--- config.mk ---
export PLATFORM = sky130hd
export DESIGN_NAME = trap_sequencer
export DESIGN_NICKNAME = d
export VERILOG_FILES = /design/src/rtl/trap_sequencer.sv
export SDC_FILE = /design/constraint.sdc
export NUM_CORES = 1
export LEC_CHECK = 0
export ABC_AREA = 1
export BUFFER_PORTS_ARGS = -buffer_cell sky130_fd_sc_hd__buf_4
export CORE_ASPECT_RATIO = 1.4
export CORE_UTILIZATION = 35
export DETAILED_ROUTE_END_ITERATION = 7
export PLACE_DENSITY = 0.75
export SLEW_MARGIN = 0
export SYNTH_ARGS = -nofsm -noshare
export SYNTH_HDL_FRONTEND = slang
export SYNTH_SLANG_ARGS = --single-unit
--- constraint.sdc ---
create_clock -name clk -period 2.1 [get_ports clk]
set_input_delay 0.21 -clock clk [delete_from_list [all_inputs] [get_ports clk]]
set_output_delay 0.21 -clock clk [all_outputs]
set_load 0.01 [all_outputs]
--- src/rtl/trap_sequencer.sv ---
// trap_sequencer: machine-mode trap entry and mret return, one CSR write per cycle, then a redirect pulse
module trap_sequencer #(
    parameter logic [11:0] CSR_MSTATUS = 12'h300,
    parameter logic [11:0] CSR_MEPC    = 12'h341,
    parameter logic [11:0] CSR_MCAUSE  = 12'h342,
    parameter logic [11:0] CSR_MTVAL   = 12'h343,
    parameter logic [4:0]  EXCEPT_NONE = 5'd31
) (
    input  logic        clk,
    input  logic        rst,
    input  logic [4:0]  trapID,
    input  logic [31:0] pc_MEM,
    input  logic [31:0] faulting_inst_i,
    input  logic [31:0] faulting_va_IMEM_i,
    input  logic [31:0] faulting_va_DMEM_i,
    input  logic        dmem_fault_i,
    input  logic        mret_MEM,
    input  logic [31:0] mtvec_i,
    input  logic [31:0] mepc_i,
    input  logic [31:0] mstatus_i,
    output logic        csr_we_o,
    output logic [11:0] csr_waddr_o,
    output logic [31:0] csr_wdata_o,
    output logic        csr_branch_signal,
    output logic [31:0] csr_branch_target,
    output logic        trap_busy
);
    typedef enum logic [2:0] {IDLE, WR_EPC, WR_CAUSE, WR_TVAL, WR_STATUS, MRET_STATUS, REDIRECT} state_t;

    state_t      state, state_nxt;
    logic [31:0] epc, cause, tval, tgt_q, tval_cap, redirect_pc;
    logic        mret_q, trap_req;

    assign trap_req    = trapID != EXCEPT_NONE;
    assign redirect_pc = (mret_q ? mepc_i : mtvec_i) & ~32'h3;

    // Trap value selected by exception code: instruction bits, faulting VA, or zero
    always_comb begin
        tval_cap = (trapID == 5'd2) ? faulting_inst_i :
                   (trapID == 5'd12 || trapID == 5'd13 || trapID == 5'd15) ?
                       (dmem_fault_i ? faulting_va_DMEM_i : faulting_va_IMEM_i) :
                   (trapID == 5'd0) ? faulting_va_IMEM_i : 32'd0;
    end

    // State register plus capture of trap context on acceptance and of the redirect target
    always_ff @(posedge clk or negedge rst) begin
        if (!rst) begin
            state  <= IDLE;
            epc    <= '0;
            cause  <= '0;
            tval   <= '0;
            tgt_q  <= '0;
            mret_q <= 1'b0;
        end else begin
            state <= state_nxt;
            if (state == IDLE && trap_req) begin
                epc    <= pc_MEM & ~32'h3;
                cause  <= {27'd0, trapID};
                tval   <= tval_cap;
                mret_q <= 1'b0;
            end else if (state == IDLE && mret_MEM) begin
                mret_q <= 1'b1;
            end
            if (state == REDIRECT)
                tgt_q <= redirect_pc;
        end
    end

    // Next state and per-state CSR write / redirect outputs; trap beats mret in IDLE
    always_comb begin
        state_nxt         = state;
        csr_we_o          = 1'b0;
        csr_waddr_o       = '0;
        csr_wdata_o       = '0;
        csr_branch_signal = 1'b0;
        csr_branch_target = tgt_q;
        trap_busy         = state != IDLE;
        case (state)
            IDLE:        state_nxt = trap_req ? WR_EPC : (mret_MEM ? MRET_STATUS : IDLE);
            WR_EPC: begin
                state_nxt   = WR_CAUSE;
                csr_we_o    = 1'b1;
                csr_waddr_o = CSR_MEPC;
                csr_wdata_o = epc;
            end
            WR_CAUSE: begin
                state_nxt   = WR_TVAL;
                csr_we_o    = 1'b1;
                csr_waddr_o = CSR_MCAUSE;
                csr_wdata_o = cause;
            end
            WR_TVAL: begin
                state_nxt   = WR_STATUS;
                csr_we_o    = 1'b1;
                csr_waddr_o = CSR_MTVAL;
                csr_wdata_o = tval;
            end
            WR_STATUS: begin
                state_nxt   = REDIRECT;
                csr_we_o    = 1'b1;
                csr_waddr_o = CSR_MSTATUS;
                csr_wdata_o = {mstatus_i[31:13], 2'b11, mstatus_i[10:8], mstatus_i[3], mstatus_i[6:4], 1'b0, mstatus_i[2:0]};
            end
            MRET_STATUS: begin
                state_nxt   = REDIRECT;
                csr_we_o    = 1'b1;
                csr_waddr_o = CSR_MSTATUS;
                csr_wdata_o = {mstatus_i[31:13], 2'b11, mstatus_i[10:8], 1'b1, mstatus_i[6:4], mstatus_i[7], mstatus_i[2:0]};
            end
            REDIRECT: begin
                state_nxt         = IDLE;
                csr_branch_signal = 1'b1;
                csr_branch_target = redirect_pc;
            end
            default:     state_nxt = IDLE;
        endcase
    end
endmodule

==> results.json <==
{
  "worstHoldStart": "pc_MEM[10]",
  "maxCapViolCount": 0,
  "io_pins": 312,
  "worst-setup-path-type": "reg2out",
  "startpoint_type": "flip-flop",
  "cts_tree": "built",
  "grt_setup_unrepaired": "yes",
  "area_growth_pct": 45.5,
  "worst_hold_path.num_cells": 3,
  "yosysWarnings": 0,
  "vias_per_cell": 4.78,
  "die_x_um": 115,
  "grt_pass1_wl_mm": 32.0,
  "holdWs_ns": 0.0590,
  "overflow": 0,
  "ys_seq_area_share_pct": 41.5,
  "fp.dieH_um": 160,
  "cellLeakagePower_nw": 4.89,
  "clock_latency_ns": 0.35,
  "r2r_end": "tval[31]$_DFFE_PN0P_",
  "dieArea_mm2": 0.0183,
  "reg2reg_depth": 7,
  "cts-root-buf": "clkbuf_16",
  "final_cell_mix": "403 x nand2_1, 306 x buf_4, 110 x nor2_1, 102 x dfrtp_1, 67 x nand4_1",
  "grt_max_degree": 65,
  "crit_path_frequent_cell": "nand2_1",
  "cp-startpoint": "state[0]$_DFF_PN0_",
  "fillCellCount": 1728,
  "drive_gt1_share_pct": 29.0,
  "synthesis.area_mm2": 0.00620,
  "required_ns": 1.89,
  "insertedDiodeCount": 0,
  "dp_hpwl_mm": 15.2,
  "drt_pass1_iterations": 4,
  "crit_family": "buffers and inverters",
  "worst_setup_path_end_kind": "primary output",
  "synthTopCellsByArea": "dfrtp_1 42%, nand2_1 24%, nor2_1 7.0%",
  "clock-sinks": 103,
  "post-place-ws_ns": 0.150,
  "route.vias.total": 6912,
  "grt_antenna_before_repair": 0,
  "relSlewSlack_pct": 51.3,
  "finalMaxSlewViolations": 0,
  "layout_commonest_cell": "nand2_1",
  "start_util_pct": 35.8,
  "drc": 0,
  "reg2reg_from": "state[0]$_DFF_PN0_",
  "avgSynthCellArea_um2": 6.56,
  "setup_viol": 0,
  "ir_worst_vdd_uv": 832,
  "p_total_mw": 11.3,
  "cts_made_buffers": 9,
  "p_per_area_mw_per_mm2": 1250,
  "grt_pass1_vias": 6480,
  "path_clk_slew_ns": 0.08,
  "drt-initial-drc-count": 331,
  "yosys.area.top_type": "dfrtp_1",
  "status": "finished, final reports clean",
  "hold_viol_final": 0,
  "hp-class": "in2reg",
  "io_buffers": 296,
  "cp_max_fo": 16,
  "ant_nets": 0,
  "track_usage_pct": 22.2,
  "worst_pin_slew_ns": 0.729,
  "clock_path_buffers": 2,
  "rows": 57,
  "core_mm2": 0.0173,
  "fin_ws_ns": 0.115,
  "slowest_delay_ns": 0.47,
  "finalCriticalPeriod_ns": 1.98,
  "synth-seq-cells": 103,
  "max_freq_ghz": 0.504,
  "htreeDepth": 3,
  "finalClockSkew_ns": 0.0105,
  "slowest_stage": "dfrtp_2",
  "worst-endpoint-arrival_ns": 1.77,
  "cp_cell_sequence": "inv_2, nor2_1, nand2_1, clkinv_4, buf_12, a22oi_1, nand2_1, buf_4",
  "synth_cells": 946,
  "wl_per_cell_um": 14.1,
  "place_congestion": 0.896,
  "layout.nets": 1437,
  "synth_top_area_share_pct": 41.5,
  "synth_cell_types": 20,
  "hold_end": "epc[10]$_DFFE_PN0P_",
  "cp.buffers_inverters": 4,
  "fin_crit_sh_pct": 94.5,
  "rrSetupSlack_ns": 0.34,
  "routed_wl_mm": 20.4
}
==> routing by layer <==
layer | share of wire, % | GRT usage, % | up-vias | routed length [um]
li1 | - | - | 3523 | -
met1 | 41 | 26.7 | 3114 | 8330
met2 | 50 | 38.8 | 235 | 10300
met3 | 5.5 | 3.20 | 40 | 1130
met4 | 3.3 | 9.74 | 0 | 669
met5 | 0 | 0 | - | 0
==> cell families after synthesis <==
group	count (synthesis)	synth area share (%)
AO/OA/AOI/OAI	82	7.22
other	1	0.0605
buffers and inverters	122	8.55
flip-flops	103	41.5
AND/OR/NAND/NOR	638	42.6
==> power by group <==
| group | internal [mW] | switching, mW |
|---|---|---|
| Sequential | 2.99 | 0.473 |
| Clock | 0.977 | 0.796 |
| Combinational | 2.60 | 3.44 |
| Total | 6.56 | 4.71 |
==> flip-flops by register name, indices dropped and copies added, names as in the netlist <==
| signal | cells |
|---|---|
| tval | 32 |
| mret_q | 1 |
| cause | 5 |
| epc | 30 |
| state | 3 |
| tgt_q | 32 |
==> area by class of cell <==
type                            instances  area [um^2]  share of cell area, %
Clock inverter                          6         75.1                  0.832
Inverter                               46          185                   2.05
Timing Repair Buffer                  317         2510                   27.8
Sequential cell                       103         2580                   28.6
Multi-Input combinational cell        727         3150                   34.9
Clock buffer                           10          239                   2.65
Tap cell                              236          295                   3.27
==> cells in the mapped netlist <==
cell      instances
buf_6             1
buf_4            14
nor3_2            1
buf_1             6
inv_2             6
o21ai_0          40
dfrtp_1         103
nor2_1          115
nand2_2           1
buf_2            10
clkbuf_1         45
nor2_2            2
nor2_4            1
a22oi_1          15
o21ai_1          27
nand2_1         403
conb_1            1
nand4_1          67
nand3_1          48
inv_1            40
==> metrics by stage <==
| stage | util (%) | TNS, ns | cells | area (um^2) |
|---|---|---|---|---|
| after floorplan | - | 0 | 952 | 6230 |
| after global placement | 49.9 | 0 | 1424 | 8650 |
| after detailed placement | 49.9 | 0 | 1424 | 8650 |
| after CTS | 51.9 | 0 | 1441 | 8990 |
| after global routing | 52.1 | -0.00753 | 1445 | 9030 |
| final | 52.1 | 0 | 1445 | 9030 |
==> tightest hold or removal path: stages <==
cell,delay [ns]
buf_4,0.08
nand2_1,0.04
nand2_1,0.05
==> worst max-delay path by stage <==
stage | end | slack, ns | cells past startpoint
global route | csr_wdata_o[6] | -0.008 | 8
CTS | csr_wdata_o[26] | 0.05 | 8
detailed placement | csr_branch_target[19] | 0.15 | 5
global placement | csr_branch_target[17] | 0.17 | 5
floorplan | csr_branch_target[30] | 0.50 | 4
finish | csr_wdata_o[30] | 0.12 | 8
==> timing repair <==
| item | in CTS | in global routing |
|---|---|---|
| cloned | 0 | 0 |
| setup buffers | 0 | 4 |
| hold buffers | 1 | 0 |
| resized for setup | 5 | 13 |
| endpoints found under the hold margin | 35 | 0 |
| endpoints found under the setup margin | 42 | 18 |
Power figures use the tool's default switching activity.
